$ cat src/rtl/nmp_axil_job_master.sv
// nmp_axil_job_master: AXI4-Lite master that runs one NMP vector-add job per start pulse
module nmp_axil_job_master #(
  parameter int C_AXI_ADDR_WIDTH = 8,
  parameter int unsigned BASE_ADDR = 0,
  parameter int MAX_POLLS = 1024,
  parameter int POLL_GAP = 4,
  localparam int C_AXI_DATA_WIDTH = 32
) (
  input  logic                          S_AXI_ACLK,
  input  logic                          S_AXI_ARESETN,
  input  logic                          i_start,
  input  logic [31:0]                   i_veca,
  input  logic [31:0]                   i_vecb,
  input  logic [31:0]                   i_vecr,
  input  logic [31:0]                   i_len,
  output logic                          o_busy,
  output logic                          o_done,
  output logic                          o_error,
  output logic [1:0]                    o_err_code,
  output logic [15:0]                   o_poll_count,
  output logic                          M_AXI_AWVALID,
  input  logic                          M_AXI_AWREADY,
  output logic [C_AXI_ADDR_WIDTH-1:0]   M_AXI_AWADDR,
  output logic [2:0]                    M_AXI_AWPROT,
  output logic                          M_AXI_WVALID,
  input  logic                          M_AXI_WREADY,
  output logic [C_AXI_DATA_WIDTH-1:0]   M_AXI_WDATA,
  output logic [3:0]                    M_AXI_WSTRB,
  input  logic                          M_AXI_BVALID,
  output logic                          M_AXI_BREADY,
  input  logic [1:0]                    M_AXI_BRESP,
  output logic                          M_AXI_ARVALID,
  input  logic                          M_AXI_ARREADY,
  output logic [C_AXI_ADDR_WIDTH-1:0]   M_AXI_ARADDR,
  output logic [2:0]                    M_AXI_ARPROT,
  input  logic                          M_AXI_RVALID,
  output logic                          M_AXI_RREADY,
  input  logic [C_AXI_DATA_WIDTH-1:0]   M_AXI_RDATA,
  input  logic [1:0]                    M_AXI_RRESP
);
  localparam int AW = C_AXI_ADDR_WIDTH;
  localparam logic [AW-1:0] A_OP   = AW'(BASE_ADDR);
  localparam logic [AW-1:0] A_STAT = AW'(BASE_ADDR + 32'h08);
  localparam logic [AW-1:0] A_VECA = AW'(BASE_ADDR + 32'h14);
  localparam logic [AW-1:0] A_VECB = AW'(BASE_ADDR + 32'h18);
  localparam logic [AW-1:0] A_VECR = AW'(BASE_ADDR + 32'h1C);
  localparam logic [AW-1:0] A_LEN  = AW'(BASE_ADDR + 32'h20);

  typedef enum logic [3:0] {IDLE, WR_VECA, WR_VECB, WR_VECR, WR_LEN, WR_OP,
                            POLL_AR, POLL_R, POLL_WAIT, WR_CLR, DONE} state_t;

  state_t          state_q, state_d;
  logic [31:0]     veca_q, veca_d, vecb_q, vecb_d, vecr_q, vecr_d, len_q, len_d, wdata_q, wdata_d;
  logic [AW-1:0]   awaddr_q, awaddr_d, araddr_q, araddr_d;
  logic            awvalid_q, awvalid_d, wvalid_q, wvalid_d, bready_q, bready_d;
  logic            arvalid_q, arvalid_d, rready_q, rready_d;
  logic            aw_done_q, aw_done_d, w_done_q, w_done_d, b_done_q, b_done_d;
  logic            busy_q, busy_d, done_q, done_d, error_q, error_d;
  logic [1:0]      err_code_q, err_code_d;
  logic [15:0]     poll_cnt_q, poll_cnt_d, gap_q, gap_d;
  logic            unused_rdata;

  assign unused_rdata = ^M_AXI_RDATA[C_AXI_DATA_WIDTH-1:1];

  // State and every registered output; reset abandons any job in flight
  always_ff @(posedge S_AXI_ACLK or negedge S_AXI_ARESETN) begin
    if (!S_AXI_ARESETN) begin
      state_q <= IDLE;
      {veca_q, vecb_q, vecr_q, len_q, wdata_q} <= '0;
      {awaddr_q, araddr_q} <= '0;
      {awvalid_q, wvalid_q, bready_q, arvalid_q, rready_q} <= '0;
      {aw_done_q, w_done_q, b_done_q} <= '0;
      {busy_q, done_q, error_q, err_code_q} <= '0;
      {poll_cnt_q, gap_q} <= '0;
    end else begin
      state_q <= state_d;
      {veca_q, vecb_q, vecr_q, len_q, wdata_q} <= {veca_d, vecb_d, vecr_d, len_d, wdata_d};
      {awaddr_q, araddr_q} <= {awaddr_d, araddr_d};
      {awvalid_q, wvalid_q, bready_q, arvalid_q, rready_q} <= {awvalid_d, wvalid_d, bready_d, arvalid_d, rready_d};
      {aw_done_q, w_done_q, b_done_q} <= {aw_done_d, w_done_d, b_done_d};
      {busy_q, done_q, error_q, err_code_q} <= {busy_d, done_d, error_d, err_code_d};
      {poll_cnt_q, gap_q} <= {poll_cnt_d, gap_d};
    end
  end

  // Job sequencing; a new AXI request is launched on the edge that enters its state
  always_comb begin
    state_d    = state_q;
    veca_d     = veca_q;
    vecb_d     = vecb_q;
    vecr_d     = vecr_q;
    len_d      = len_q;
    wdata_d    = wdata_q;
    awaddr_d   = awaddr_q;
    araddr_d   = araddr_q;
    awvalid_d  = awvalid_q & ~M_AXI_AWREADY;
    wvalid_d   = wvalid_q & ~M_AXI_WREADY;
    bready_d   = bready_q & ~M_AXI_BVALID;
    arvalid_d  = arvalid_q & ~M_AXI_ARREADY;
    rready_d   = rready_q & ~M_AXI_RVALID;
    aw_done_d  = aw_done_q | (awvalid_q & M_AXI_AWREADY);
    w_done_d   = w_done_q | (wvalid_q & M_AXI_WREADY);
    b_done_d   = b_done_q | (bready_q & M_AXI_BVALID);
    busy_d     = busy_q;
    done_d     = 1'b0;
    error_d    = error_q;
    err_code_d = err_code_q;
    poll_cnt_d = poll_cnt_q;
    gap_d      = gap_q;
    case (state_q)
      IDLE: if (i_start) begin
        {veca_d, vecb_d, vecr_d, len_d} = {i_veca, i_vecb, i_vecr, i_len};
        {error_d, err_code_d, poll_cnt_d} = '0;
        busy_d  = 1'b1;
        state_d = WR_VECA;
      end
      WR_VECA, WR_VECB, WR_VECR, WR_LEN, WR_OP, WR_CLR: begin
        if (state_q != WR_CLR && bready_q && M_AXI_BVALID && M_AXI_BRESP != 2'b00) err_code_d = 2'b01;
        if (aw_done_d && w_done_d && b_done_d) begin
          state_d = state_q == WR_CLR ? DONE : err_code_d != 2'b00 ? WR_CLR : state_t'(state_q + 4'd1);
          done_d  = state_q == WR_CLR;
          error_d = state_q == WR_CLR ? err_code_q != 2'b00 : error_q;
        end
      end
      POLL_AR: if (arvalid_q && M_AXI_ARREADY) begin
        rready_d   = 1'b1;
        poll_cnt_d = poll_cnt_q + {15'd0, poll_cnt_q != 16'hFFFF};
        state_d    = POLL_R;
      end
      POLL_R: if (rready_q && M_AXI_RVALID) begin
        gap_d = '0;
        if (M_AXI_RRESP != 2'b00) begin
          err_code_d = 2'b10;
          state_d    = WR_CLR;
        end else if (M_AXI_RDATA[0]) begin
          state_d = WR_CLR;
        end else if (int'(poll_cnt_q) == MAX_POLLS) begin
          err_code_d = 2'b11;
          state_d    = WR_CLR;
        end else begin
          state_d = POLL_GAP == 0 ? POLL_AR : POLL_WAIT;
        end
      end
      POLL_WAIT: begin
        gap_d   = gap_q + 16'd1;
        state_d = int'(gap_q) >= POLL_GAP - 1 ? POLL_AR : POLL_WAIT;
      end
      DONE: begin
        busy_d  = 1'b0;
        state_d = IDLE;
      end
      default: state_d = IDLE;
    endcase
    if (state_d != state_q && state_d inside {WR_VECA, WR_VECB, WR_VECR, WR_LEN, WR_OP, WR_CLR}) begin
      {awvalid_d, wvalid_d, bready_d} = 3'b111;
      {aw_done_d, w_done_d, b_done_d} = 3'b000;
      awaddr_d = state_d == WR_VECA ? A_VECA : state_d == WR_VECB ? A_VECB :
                 state_d == WR_VECR ? A_VECR : state_d == WR_LEN ? A_LEN : A_OP;
      wdata_d  = state_d == WR_VECA ? veca_d : state_d == WR_VECB ? vecb_q :
                 state_d == WR_VECR ? vecr_q : state_d == WR_LEN ? len_q :
                 state_d == WR_OP ? 32'h3 : 32'h0;
    end
    if (state_d == POLL_AR && state_q != POLL_AR) begin
      arvalid_d = 1'b1;
      araddr_d  = A_STAT;
    end
  end

  assign o_busy        = busy_q;
  assign o_done        = done_q;
  assign o_error       = error_q;
  assign o_err_code    = err_code_q;
  assign o_poll_count  = poll_cnt_q;
  assign M_AXI_AWVALID = awvalid_q;
  assign M_AXI_AWADDR  = awaddr_q;
  assign M_AXI_AWPROT  = 3'b000;
  assign M_AXI_WVALID  = wvalid_q;
  assign M_AXI_WDATA   = wdata_q;
  assign M_AXI_WSTRB   = 4'hF;
  assign M_AXI_BREADY  = bready_q;
  assign M_AXI_ARVALID = arvalid_q;
  assign M_AXI_ARADDR  = araddr_q;
  assign M_AXI_ARPROT  = 3'b000;
  assign M_AXI_RREADY  = rready_q;
endmodule

$ cat config.mk
export PLATFORM = sky130hd
export DESIGN_NAME = nmp_axil_job_master
export DESIGN_NICKNAME = d
export VERILOG_FILES = /design/src/rtl/nmp_axil_job_master.sv
export SDC_FILE = /design/constraint.sdc
export NUM_CORES = 1
export LEC_CHECK = 0
export ABC_AREA = 0
export CAP_MARGIN = 40
export CORE_MARGIN = 4
export CORE_UTILIZATION = 45
export DETAILED_ROUTE_END_ITERATION = 10
export PLACE_DENSITY = 0.76
export SYNTH_ARGS = -nofsm -noshare
export SYNTH_HDL_FRONTEND = slang
export SYNTH_SLANG_ARGS = --single-unit
export TNS_END_PERCENT = 1
$ cat constraint.sdc
create_clock -name S_AXI_ACLK -period 8.25 [get_ports S_AXI_ACLK]
set_clock_uncertainty 0.2 [all_clocks]
set_input_delay 0.825 -clock S_AXI_ACLK [delete_from_list [all_inputs] [get_ports S_AXI_ACLK]]
set_output_delay 0.825 -clock S_AXI_ACLK [all_outputs]
set_load 0.02 [all_outputs]
== After elaboration in Yosys (flattened, before gate mapping) ==
Cells that the tools add are included.
Word-level totals
  register bits: 218
  output and inout bits: 84
  logic and storage cells: 150
Operators by class
  add/subtract/negate cells: 3
  $lt $le $gt $ge: 1
  equality and inequality tests: 29
  mux-type cells: 52
  bitwise gates (word level): 16
  reductions and logical operators: 27
Operators by type and width (count)
  2-to-1 mux 32 bit: 6
  one-hot mux 16 bit (2 select lines): 2
  2-to-1 mux 16 bit: 3
  == test 4 x 3 -> 1 bit, second input constant: 7
  2-to-1 mux 4 bit: 7
  2-to-1 mux 6 bit: 4
  one-hot mux 4 bit (5 select lines): 1
  2-to-1 mux 1 bit: 18
  adder 16 x 1 -> 16 bit: 1
  adder 16 x 1 -> 16 bit, second input constant: 1
  == test 16 x 12 -> 1 bit, second input constant: 1
  == test 4 x 2 -> 1 bit, second input constant: 4
  == test 4 bit, second input constant: 4
  greater-or-equal comparator 16 x 2 -> 1 bit, second input constant: 1
  2-to-1 mux 2 bit: 8
  != test 16 bit, second input constant: 1
  nonzero test 2 bit: 8
  != test 2 bit, second input constant: 5
  logical AND 1 bit: 9
  AND 1 bit: 8
  == test 4 x 1 -> 1 bit, second input constant: 2
  != test 3 bit, second input constant: 2
  one-hot mux 2 bit (3 select lines): 1
  AND reduction 2 bit: 3
  other kinds (14): 21

== Depth between registers and ports, before layout ==
Gate-level depths: netlist of run 1.
  depth in word-level cells: 17
  mapped depth: 14
  gate-level depth less buffers: 11

== Worst setup path before layout of run 1 ==
No wires, ideal clock.
  path type: register to register
  start point: reg state_q[0]
  end point: reg wdata_q[10], in the netlist M_AXI_WDATA[10]
  setup time: 0.125 ns
  data arrival time: 3.116 ns
  required time: 7.925 ns
  setup slack: 4.808 ns
  cell stages (with the launch flop): 15
  clock period less this slack: 3.442 ns
  path through: dfrtp_1 -> inv_1 -> ha_1 -> buf_6 -> or3b_4 -> o211a_1 -> a31oi_1 -> o211a_1 -> buf_6 -> inv_2 -> or4_1 -> a211oi_2 -> a21oi_2 -> buf_6 -> mux2_4
On the way
  longest elaborated chain between the ends: 16
Ends and longest elaborated chain
  start, declared: line 52  | state_t state_q, state_d;
  start signal, assigned: line 76  | state_q <= state_d;
  != test 4 bit: line 118  | if (state_q != WR_CLR && bready_q && M_AXI_BVALID && M_AXI_BRESP != 2'b00) err_code_d = 2'b01;
  logical AND 1 bit (3 in series): line 118
  2-to-1 mux 2 bit: line 118
  2-to-1 mux 2 bit: line 110  | case (state_q)
  nonzero test 2 bit: line 120  | state_d = state_q == WR_CLR ? DONE : err_code_d != 2'b00 ? WR_CLR : state_t'(state_q + 4'd1);
  2-to-1 mux 4 bit (2 in series): line 120
  2-to-1 mux 4 bit: line 119  | if (aw_done_d && w_done_d && b_done_d) begin
  one-hot mux 4 bit (5 select lines) *: line 110
  via state_d[2]: line 52
  == test 4 x 3 -> 1 bit: line 154, 160
  2-to-1 mux 32 bit (2 in series): line 160  | state_d == WR_VECR ? vecr_q : state_d == WR_LEN ? len_q :
  2-to-1 mux 32 bit (2 in series): line 159  | wdata_d = state_d == WR_VECA ? veca_d : state_d == WR_VECB ? vecb_q :
  end signal, assigned: line 77  | {veca_q, vecb_q, vecr_q, len_q, wdata_q} <= {veca_d, vecb_d, vecr_d, len_d, wdata_d};
  end, declared: line 53  | logic [31:0] veca_q, veca_d, vecb_q, vecb_d, vecr_q, vecr_d, len_q, len_d, wdata_q, wdata_d;
Mark *: on every way through the listed nets, which the timed path passes. The rest lies on a longest branch. The select of a mux whose other input is x is not followed.
A chain may end at the register's enable or synchronous reset.

== Worst setup path in the final report of run 1 ==
  start point: reg state_q[1]
  end point: reg wdata_q[1], in the netlist M_AXI_WDATA[1]
On the way
  longest elaborated chain between the ends: 17
Ends and longest elaborated chain
  != test 4 bit: line 118
  logical AND 1 bit (3 in series): line 118
  2-to-1 mux 2 bit: line 118
  2-to-1 mux 2 bit: line 110
  nonzero test 2 bit: line 120
  2-to-1 mux 4 bit (2 in series): line 120
  2-to-1 mux 4 bit: line 119
  one-hot mux 4 bit (5 select lines) *: line 110
  via state_d[1]: line 52
  == test 4 x 3 -> 1 bit: line 154, 161
  2-to-1 mux 2 bit: line 161  | state_d == WR_OP ? 32'h3 : 32'h0;
  2-to-1 mux 32 bit (2 in series): line 160
  2-to-1 mux 32 bit (2 in series): line 159
Marked as above.

==> results by group, run 1 <==
Synth
  • Yosys top cell by area: dfrtp_1
  • Top FF cell, synth: dfrtp_1
  • Seq/Total Area, Yosys: 0.535
  • Mapped Cells: 808
  • Most instantiated cells after synthesis: dfrtp_1, mux2_2, nor2_1
  • Most common cell in the synthesized netlist: dfrtp_1
  • Ys async rst share: 1.00
  • Synth Area per Inst: between 10 and 15 µm²
  • Cell Area, Synth: between 10000 and 15000 µm²
  • Yosys cell types: between 60 and 70
  • Yosys reg bits: about 210
  • EDFF count, synth: 0
  • Synth warnings: 0
  • Top cell type's share of synthesized area: 0.535
  • Top cells by area, synth: dfrtp_1, mux2_2, mux2_4, mux2i_1, a221o_1

Setup path
  • Worst-path maximum fanout: 27
  • Reg2Reg Depth: 12
  • R2r setup slk: 2980 ps
  • CP Class: reg2reg
  • Crit path DAT: about 5500 ps
  • Crit end category: flip-flop
  • Worst EP required: 8440 ps
  • End of the worst register-to-register path: M_AXI_WDATA[1]
  • FF-to-FF Start: state_q[1]
  • Setup crit start kind: flip-flop

Pwr
  • Power density over the cells: around 470 nW/µm²
  • Pleak: 5.57 nW
  • Worst vdd ir: roughly 0.38 mV

Final layout
  • Non-Filler Instances: 1300
  • Layout cells sized above 1: 0.209
  • Nets: between 1000 and 1500
  • Fillers: around 1800
  • Area Growth Syn to Fin: 29.3%

STA
  • Setup tns final: 0 ps
  • Max Clock Freq: about 190 MHz
  • Fin. max-slew vios: 0
  • Worst Tran Pin Value: 896 ps
  • Slew headroom: 0.401
  • Worst setup margin: approximately 3000 ps
  • Final Setup Violations: 0
  • Fin crit period: approximately 5300 ps
  • RSZ-0062 raised after global routing: false
  • Final period utilization: 0.639
  • Hold Vio Cnt, Final: 0

Floorplan
  • Die Y: roughly 160 µm
  • Die ar.: between 20000 and 25000 µm²
  • Chip Width: about 160 µm
  • Initial Util: 0.458
  • Core area: between 20000 and 25000 µm²
  • Rows: 54
  • Number of top-level pins: ~260

Global route
  • GRT met1 Usage: 0.248
  • First-pass GRT wire length: slightly below 40 mm
  • Met2 usage: 0.316
  • Largest net degree at the start of global routing: 90
  • Total GRT Usage: 0.192
  • Vias in the first global route: 7188
  • Met3 usage: 0.0632
  • Initial antenna violation count: 2
  • Top Usage Layer GRT: met2
  • GRT overflow: 0

Detailed routing
  • Antenna viol nets, final: 0
  • Drt first-iter violations: 355
  • WL final: 24.1 mm
  • DR pass1 iterations: 5
  • DR vias: between 7000 and 8000
  • Per-cell via count in the routed design: roughly 5.4
  • Avg WL per Cell: approximately 19 µm
  • # DRC: 0

Clock network
  • Worst-Skew Late Latency: 500 ps
  • Clk root buf: clkbuf_16
  • Clock Sink Count: approximately 210
  • H-Tree Level Count: 1
  • Post-CTS Setup Inserts: 0
  • Post-CTS sizing: 0
  • Total CTS buffers: 24
  • Clock Pin Slew Worst Setup and Hold Paths: around 60 ps
  • Clock Tree Buf Depth: 3
  • Hold Buf Count CTS: 0
  • CTS tree: done

Run
  • Maxcap violations: 0

Placed design
  • Dpl ws: ~2700 ps
  • Input/output buffers: 203
  • HPWL after DPL: ~17 mm
  • Cells after DPL: about 1300
  • RePlAce Congestion: around 0.85

Outcome
  • Status: complete, no violations

Min path
  • Min-delay worst type: in2async
## power by group
| part | internal [mW] | switching [mW] |
|---|---|---|
| clock | 0.579 | 0.402 |
| sequential | 1.53 | 0.259 |
| combinational | 1.66 | 1.59 |
## sequential cells by signal, summed over array words and instances, names as in the netlist, 2 cells and up
register	cells
M_AXI_WDATA	32
len_q	32
veca_q	32
vecb_q	32
vecr_q	32
gap_q	16
o_poll_count	16
M_AXI_AWADDR	4
state_q	4
o_err_code	2
## cell type report
type                            count  area (µm²)  area share
Clock inverter                      3        18.8     0.00145
Tap cell                          280         350      0.0271
Clock buffer                       37         701      0.0542
Sequential cell                   214        5360       0.414
Multi-Input combinational cell    529        4300       0.333
Antenna cell                        1        2.50    0.000194
Inverter                           23        86.3     0.00668
Timing Repair Buffer              213        2110       0.163
## logic make-up after synthesis
group,count (synthesis),share of synthesized area
flops,214,0.535
mux,183,0.212
simple gates,172,0.0864
compound gates,134,0.102
buf+inv,84,0.0439
xor+xnor,12,0.0105
fa+ha+maj,7,0.00876
other cells,2,0.000751
## metal layers
metal	share of wire	wire length [µm]
met1	0.41	9900
met2	0.47	11300
met3	0.095	2290
met4	0.022	528
met5	0.00054	13
## critical path: stages, from the launching register on
cell      delay (ps)
dfrtp_1          480
inv_1            100
ha_1             250
or2_2            320
o211ai_2         440
o32ai_1          270
a21oi_2          310
inv_2            150
nor2_1           700
o21ai_1          250
a21oi_4          700
buf_4            550
mux2_2           400
## metrics by stage
stage               instance area (µm²)   util  total power, mW  hold WS (ps)
finish                            12900  0.592             6.02           106
global route                      12900  0.592             6.42           166
CTS                               12900  0.592             6.08           131
detailed placement                12200  0.559             5.07           265
global placement                  12200  0.559             4.99           256
floorplan                         10100      -             4.27           258
## worst max path at each step
stage | startpoint | end | slack [ps]
2_1_floorplan | state_q[0] | M_AXI_WDATA[10] | 4810
3_3_place_gp | M_AXI_WREADY | M_AXI_WDATA[1] | 2710
3_5_place_dp | M_AXI_WREADY | M_AXI_WDATA[1] | 2660
4_1_cts | state_q[1] | M_AXI_WDATA[1] | 2980
5_1_grt | state_q[1] | M_AXI_WDATA[1] | 2570
6_report | state_q[1] | M_AXI_WDATA[1] | 2980
## layout by cell type (no fill, tap or decap), drive strengths merged, types with 4 or more instances in the layout
cell type | netlist | layout
a21o | 8 | 8
a21oi | 15 | 15
a221o | 26 | 26
a222oi | 6 | 6
a22o | 7 | 7
a31oi | 7 | 7
and2 | 4 | 4
and3 | 8 | 8
buf | 36 | 11
clkbuf | 25 | 37
clkdlybuf4s50 | 0 | 202
conb | 2 | 21
dfrtp | 214 | 214
ha | 7 | 7
inv | 23 | 23
mux2 | 155 | 155
mux2i | 28 | 28
nand2 | 35 | 35
nand3 | 17 | 17
nand4 | 12 | 12
nor2 | 56 | 56
nor3 | 6 | 6
nor4 | 7 | 7
o211ai | 7 | 7
o21ai | 27 | 27
o22ai | 7 | 7
or2 | 4 | 4
or3 | 7 | 7
xor2 | 10 | 10
No activity file was read; power rests on OpenSTA's default activity.
==> run 2: changes to the inputs <==
Settings changed: PLACE_DENSITY 0.76 to 0.79.
Clock period 8.25 ns to 4.7 ns, I/O delays scaled along.
==> results by group, run 2 (synthesis gave the netlist of run 1 again) <==
Outcome
  • Status: complete, no violations

Final layout
  • Nets: 1194 (+0.84%)
  • Area Growth Syn to Fin: 32.0%
  • Most frequent cells in the layout: dfrtp_1, clkdlybuf4s50_1, mux2_2
  • Most common cell after layout, fill and taps aside: dfrtp_1
  • Finished Core Util: 0.605 (+0.0127)
  • Finished Cell Area: 13200 µm² (+2.1%)
  • Layout cells sized above 1: 0.227 (+0.0175)
  • Non-Filler Instances: 1313 (+1.0%)
  • Fillers: 1763 (-3.2%)
  • Antenna diodes: 0 (-1)

Placed design
  • Placement-stage cell area: 12300 µm² (+0.91%)
  • RePlAce Congestion: 0.828 (-2.9%)
  • HPWL after DPL: 17.0 mm (+1.6%)
  • Cells after DPL: 1268 (+0.71%)
  • Input/output buffers: 203 (unchanged)

Clock network
  • CTS tree: done
  • H-Tree Level Count: 1 (unchanged)
  • Clock Pin Slew Worst Setup and Hold Paths: 60 ps (about the same)
  • Total CTS buffers: 24 (unchanged)
  • Post-CTS sizing: 0 (unchanged)
  • Clock Tree Buf Depth: 3 (unchanged)
  • Clk root buf: clkbuf_16
  • Worst-Skew Late Latency: 510 ps (about the same)
  • Clock Sink Count: 214 (unchanged)

STA
  • Final Setup Violations: 0 (unchanged)
  • RSZ-0062 raised after global routing: false
  • Setup tns final: 0 ps (unchanged)
  • Worst Tran Pin Value: 779 ps (-117 ps)
  • Slew headroom: 0.481 (+0.0803)
  • Max Clock Freq: 232 MHz (+22%)
  • Final period utilization: 0.918 (+0.279)
  • Fin crit period: 4320 ps (-954 ps)
  • Hold Vio Cnt, Final: 0 (unchanged)
  • Fin. max-slew vios: 0 (unchanged)

Setup path
  • CP cell instances: inv_1 -> ha_1 -> or2_2 -> o211ai_2 -> o211ai_1 -> a21oi_2 -> inv_2 -> nor2_1 -> buf_4 -> o21ai_1 -> a21oi_4 -> buf_4 -> buf_4 -> o22ai_1
  • Crit path DAT: 4490 ps (-970 ps)
  • Worst path buffer plus inverter count: 5 (+2)
  • CP top delay family: compound AO/OA/AOI/OAI gates
  • Most frequent CP cell: buf_4
  • Worst EP required: 4870 ps (-3570 ps)
  • Setup crit start kind: flip-flop
  • CP max stage delay: 480 ps (-220 ps)
  • Max stage delay cell, worst path: dfrtp_1
  • CP Class: reg2reg
  • Crit end category: flip-flop
  • Worst-path maximum fanout: 16 (-41%)

Detailed routing
  • Metal-1 WL: 9.79 mm (-1.1%)
  • DR pass1 iterations: 5 (unchanged)
  • WL final: 23.9 mm (-0.69%)
  • DR vias: 7076 (+0.63%)
  • Max layer used: met4
  • Metal3 WL: 2.05 mm (-10%)
  • # DRC: 0 (unchanged)
  • Avg WL per Cell: 18.2 µm (-1.7%)
  • Met2 wire len: 11.8 mm (+3.9%)
  • Antenna viol nets, final: 0 (unchanged)
  • Drt first-iter violations: 268 (-25%)
  • Per-cell via count in the routed design: 5.39 (-0.37%)

Floorplan
  • Rows: 54 (unchanged)
  • Initial Util: 0.458 (unchanged)
  • Core area: 21800 µm² (unchanged)
  • Die ar.: 24700 µm² (unchanged)
  • Chip Width: 157 µm (unchanged)
  • Number of top-level pins: 256 (unchanged)
  • Die Y: 157 µm (unchanged)

Pwr
  • Worst vdd ir: 0.574 mV (+51%)
  • Power density over the cells: 828 nW/µm² (+78%)
  • Pleak: 5.72 nW (+2.6%)
  • Total power: 10.9 mW (+82%)

Run
  • Maxcap violations: 0 (unchanged)

Global route
  • GRT overflow: 0 (unchanged)
  • First-pass GRT wire length: 38.0 mm (-1.1%)
  • Total GRT Usage: 0.190 (-0.00203)
  • Largest net degree at the start of global routing: 85 (-5.6%)
  • Initial antenna violation count: 0 (-2)
  • Vias in the first global route: 7290 (+1.4%)

Min path
  • Min-delay worst type: in2async
[run 2: cell count changes in the layout (fill, tap and decap cells not counted), sizes merged, moves of 3 or more]
cell	delta
buf	+8
bufinv	+4
clkbuf	-4
clkinv	+3
[run 2: cell type report]
type / instances / area (µm²) / area share
clock buffers: 32 / 712 / 0.0539
clock inverters: 12 / 166 / 0.0126
inverters: 23 / 86.3 / 0.00654
multi-input cells: 529 / 4300 / 0.326
flip-flops and latches: 214 / 5360 / 0.405
well taps: 280 / 350 / 0.0265
repair buffers: 223 / 2230 / 0.169
[run 2: worst register-to-register path: cells and delay by family (launching register included)]
kind / cells / cell delay [ps]
simple gates: 2 / 680
buf+inv: 5 / 1090
flops: 1 / 480
fa+ha+maj: 1 / 270
compound gates: 6 / 1450
[run 2: stage by stage]
stage               setup slack (ps)  hold WS (ps)
global placement                 302           255
global route                    97.4           278
finish                           384           270
detailed placement               412           255
floorplan                       1260         -25.6
CTS                              396           271
[run 2: path summary, 6_finish.rpt]
| check | startpoint | depth (start not counted) | slack [ps] | end |
|---|---|---|---|---|
| max | state_q[1] | 14 | 380 | M_AXI_WDATA[16] |
| min | S_AXI_ARESETN | 2 | 270 | vecb_q[21] |
| max reg2reg | state_q[1] | 14 | 380 | M_AXI_WDATA[16] |
| min reg2reg | M_AXI_ARADDR[3] | 1 | 270 | M_AXI_ARADDR[3] |
| max in group asynchronous | S_AXI_ARESETN | 4 | 2850 | vecb_q[13] |
| min in group S_AXI_ACLK | M_AXI_ARADDR[3] | 1 | 270 | M_AXI_ARADDR[3] |
[run 2: timing repair]
item                      in CTS  in global routing
hold endpoints to repair      49                  0
hold buffers                   1                  0
setup buffers                  0                  0
[run 2: metal layers]
layer	GRT usage	vias up
met5	0	-
met4	0.0315	0
met3	0.0616	24
met2	0.326	191
met1	0.239	3522
li1	-	3339
[run 2: power by group]
part | internal [mW] | switching, mW | leakage [nW]
registers | 2.69 | 0.444 | 2.59
logic | 3.00 | 2.78 | 2.69
clock network | 1.28 | 0.741 | 0.437
total | 6.97 | 3.96 | 5.72
==> run 3: changes to the inputs <==
Settings changed: ABC_AREA 0 to default, CAP_MARGIN 40 to default.
==> results by group, run 3 (synthesis gave the netlist of run 1 again) <==
Outcome
  • Status: complete, no violations

Detailed routing
  • Drt first-iter violations: 291 (+8.6%)
  • Per-cell via count in the routed design: 5.37 (-0.27%)
  • # DRC: 0 (unchanged)
  • DR pass1 iterations: 4 (-1)
  • WL final: 23.7 mm (-0.76%)
  • Avg WL per Cell: 18.1 µm (-0.61%)
  • DR vias: 7046 (-0.42%)
  • Antenna viol nets, final: 0 (unchanged)

Placed design
  • HPWL after DPL: 16.7 mm (-1.5%)
  • Input/output buffers: 203 (unchanged)
  • RePlAce Congestion: 0.828 (unchanged)
  • Placement-stage cell area: 12300 µm² (-0.28%)

STA
  • Slew headroom: 0.336 (-0.145)
  • Worst Tran Pin Value: 996 ps (+218 ps)
  • Hold Vio Cnt, Final: 0 (unchanged)
  • Final period utilization: 0.910 (-0.00870)
  • Fin. max-slew vios: 0 (unchanged)
  • Final Setup Violations: 0 (unchanged)
  • Setup tns final: 0 ps (unchanged)
  • Max Clock Freq: 234 MHz (+0.96%)
  • RSZ-0062 raised after global routing: false
  • Fin crit period: 4280 ps (-40.9 ps)

Setup path
  • Setup crit start kind: flip-flop
  • Worst-path maximum fanout: 16 (unchanged)
  • Critical Path End: M_AXI_WDATA[16]
  • Launch point of the worst path: state_q[1]
  • Crit end category: flip-flop
  • FF-to-FF Start: state_q[1]
  • Worst EP required: 4870 ps (about the same)
  • Crit path DAT: 4450 ps (-40 ps)
  • End of the worst register-to-register path: M_AXI_WDATA[16]
  • CP Class: reg2reg
  • Reg2Reg Depth: 13 (-1)
  • R2r setup slk: 420 ps (+40 ps)

Global route
  • Initial antenna violation count: 0 (unchanged)
  • Total GRT Usage: 0.189 (about the same)
  • GRT overflow: 0 (unchanged)
  • Largest net degree at the start of global routing: 128 (+51%)
  • First-pass GRT wire length: 37.9 mm (-0.38%)
  • Vias in the first global route: 7150 (-1.9%)
  • Top Usage Layer GRT: met2
  • Met2 usage: 0.320 (-0.00613)
  • Met3 usage: 0.0586 (-0.00302)
  • GRT met1 Usage: 0.245 (+0.00513)

Floorplan
  • Number of top-level pins: 256 (unchanged)
  • Die ar.: 24700 µm² (unchanged)
  • Core area: 21800 µm² (unchanged)
  • Chip Width: 157 µm (unchanged)
  • Die Y: 157 µm (unchanged)
  • Rows: 54 (unchanged)
  • Initial Util: 0.458 (unchanged)

Min path
  • Min-delay worst type: reg2reg
  • Hold path depth: 1
  • Worst Hold Launch: M_AXI_ARADDR[3]

Final layout
  • Nets: 1192 (-0.17%)
  • Fillers: 1783 (+1.1%)
  • Layout cells sized above 1: 0.225 (-0.00128)
  • Most frequent cells in the layout: dfrtp_1, clkdlybuf4s50_1, mux2_2
  • Area Growth Syn to Fin: 31.1%
  • Most common cell after layout, fill and taps aside: dfrtp_1
  • Finished Cell Area: 13100 µm² (-0.74%)

Pwr
  • Part of the power in registers: 0.291 (+0.004)
  • Comb pwr share: 0.535 (+0.007)
  • Power density over the cells: 822 nW/µm² (-0.70%)
  • Sw power: 3.96 mW (-0.16%)
  • Worst vdd ir: 0.591 mV (+2.9%)
  • Pleak: 5.67 nW (-0.85%)
  • Sw Ratio: 0.367 (+0.00467)
  • Pint: 6.82 mW (-2.2%)
  • Clock share of power: 0.174 (-0.011)

Clock network
  • CTS tree: done
  • Worst-Skew Late Latency: 520 ps (about the same)
  • Clock Pin Slew Worst Setup and Hold Paths: 60 ps (about the same)
  • Clock Tree Buf Depth: 3 (unchanged)
  • Total CTS buffers: 24 (unchanged)
  • H-Tree Level Count: 1 (unchanged)
  • Clk root buf: clkbuf_16
  • Clock Sink Count: 214 (unchanged)

Run
  • Maxcap violations: 0 (unchanged)
run 3: timing repair:
item	4_1_cts	5_1_grt
hold endpoints to repair	124	0
hold buffers	1	0
endpoints found under the setup margin	0	39
resized for setup	0	1
buffers inserted	0	0
run 3: cell type report:
| class | instances | area, µm² | area share |
|---|---|---|---|
| antenna | 1 | 2.50 | 0.000191 |
| clock buffer | 31 | 687 | 0.0524 |
| clock inverter | 12 | 124 | 0.00945 |
| inverter | 23 | 86.3 | 0.00659 |
| multi-input combinational | 529 | 4310 | 0.328 |
| sequential | 214 | 5360 | 0.408 |
| tap | 280 | 350 | 0.0267 |
| timing repair buffer | 221 | 2200 | 0.168 |
run 3: worst min path at each step:
stage,endpoint,slack (ps)
6_report,M_AXI_ARADDR[3],270
5_1_grt,M_AXI_ARADDR[3],280
4_1_cts,M_AXI_ARADDR[3],270
3_5_place_dp,M_AXI_ARADDR[3],260
3_3_place_gp,M_AXI_ARADDR[3],260
2_1_floorplan,M_AXI_ARADDR[3],-30
run 3: routing by layer:
metal / part of all wire / vias up
met5: 0 / -
met4: 0.016 / 0
met3: 0.083 / 29
met2: 0.49 / 194
met1: 0.41 / 3503
li1: - / 3320
run 3: through the flow:
step | setup WS [ps] | instances | hold slack [ps] | power (mW) | util
6_report | 425 | 1311 | 269 | 10.8 | 0.601
5_1_grt | 197 | 1310 | 278 | 11.5 | 0.601
4_1_cts | 134 | 1310 | 271 | 10.9 | 0.601
3_5_place_dp | 163 | 1266 | 258 | 8.98 | 0.563
3_3_place_gp | 302 | 1266 | 255 | 8.80 | 0.563
2_1_floorplan | 1260 | 827 | -25.6 | 7.49 | -
run 3: critical path, stage by stage (launching register included):
cell      delay, ps
dfrtp_1         480
inv_1           110
ha_1            270
or2_2           320
o211ai_2        430
o211ai_1        250
a21oi_2         360
inv_2           160
nor2_2          460
o21ai_1         210
a21oi_4         180
buf_4           320
buf_4           260
o22ai_1         100
run 3: power by group through the flow:
stage | Clock, mW | Combinational (mW) | Sequential (mW)
final | 1.88 | 5.77 | 3.14
after global routing | 2.02 | 6.23 | 3.23
after CTS | 1.93 | 5.83 | 3.14
after detailed placement | 0 | 5.82 | 3.16
after global placement | 0 | 5.67 | 3.13
after floorplan | 0 | 4.30 | 3.20
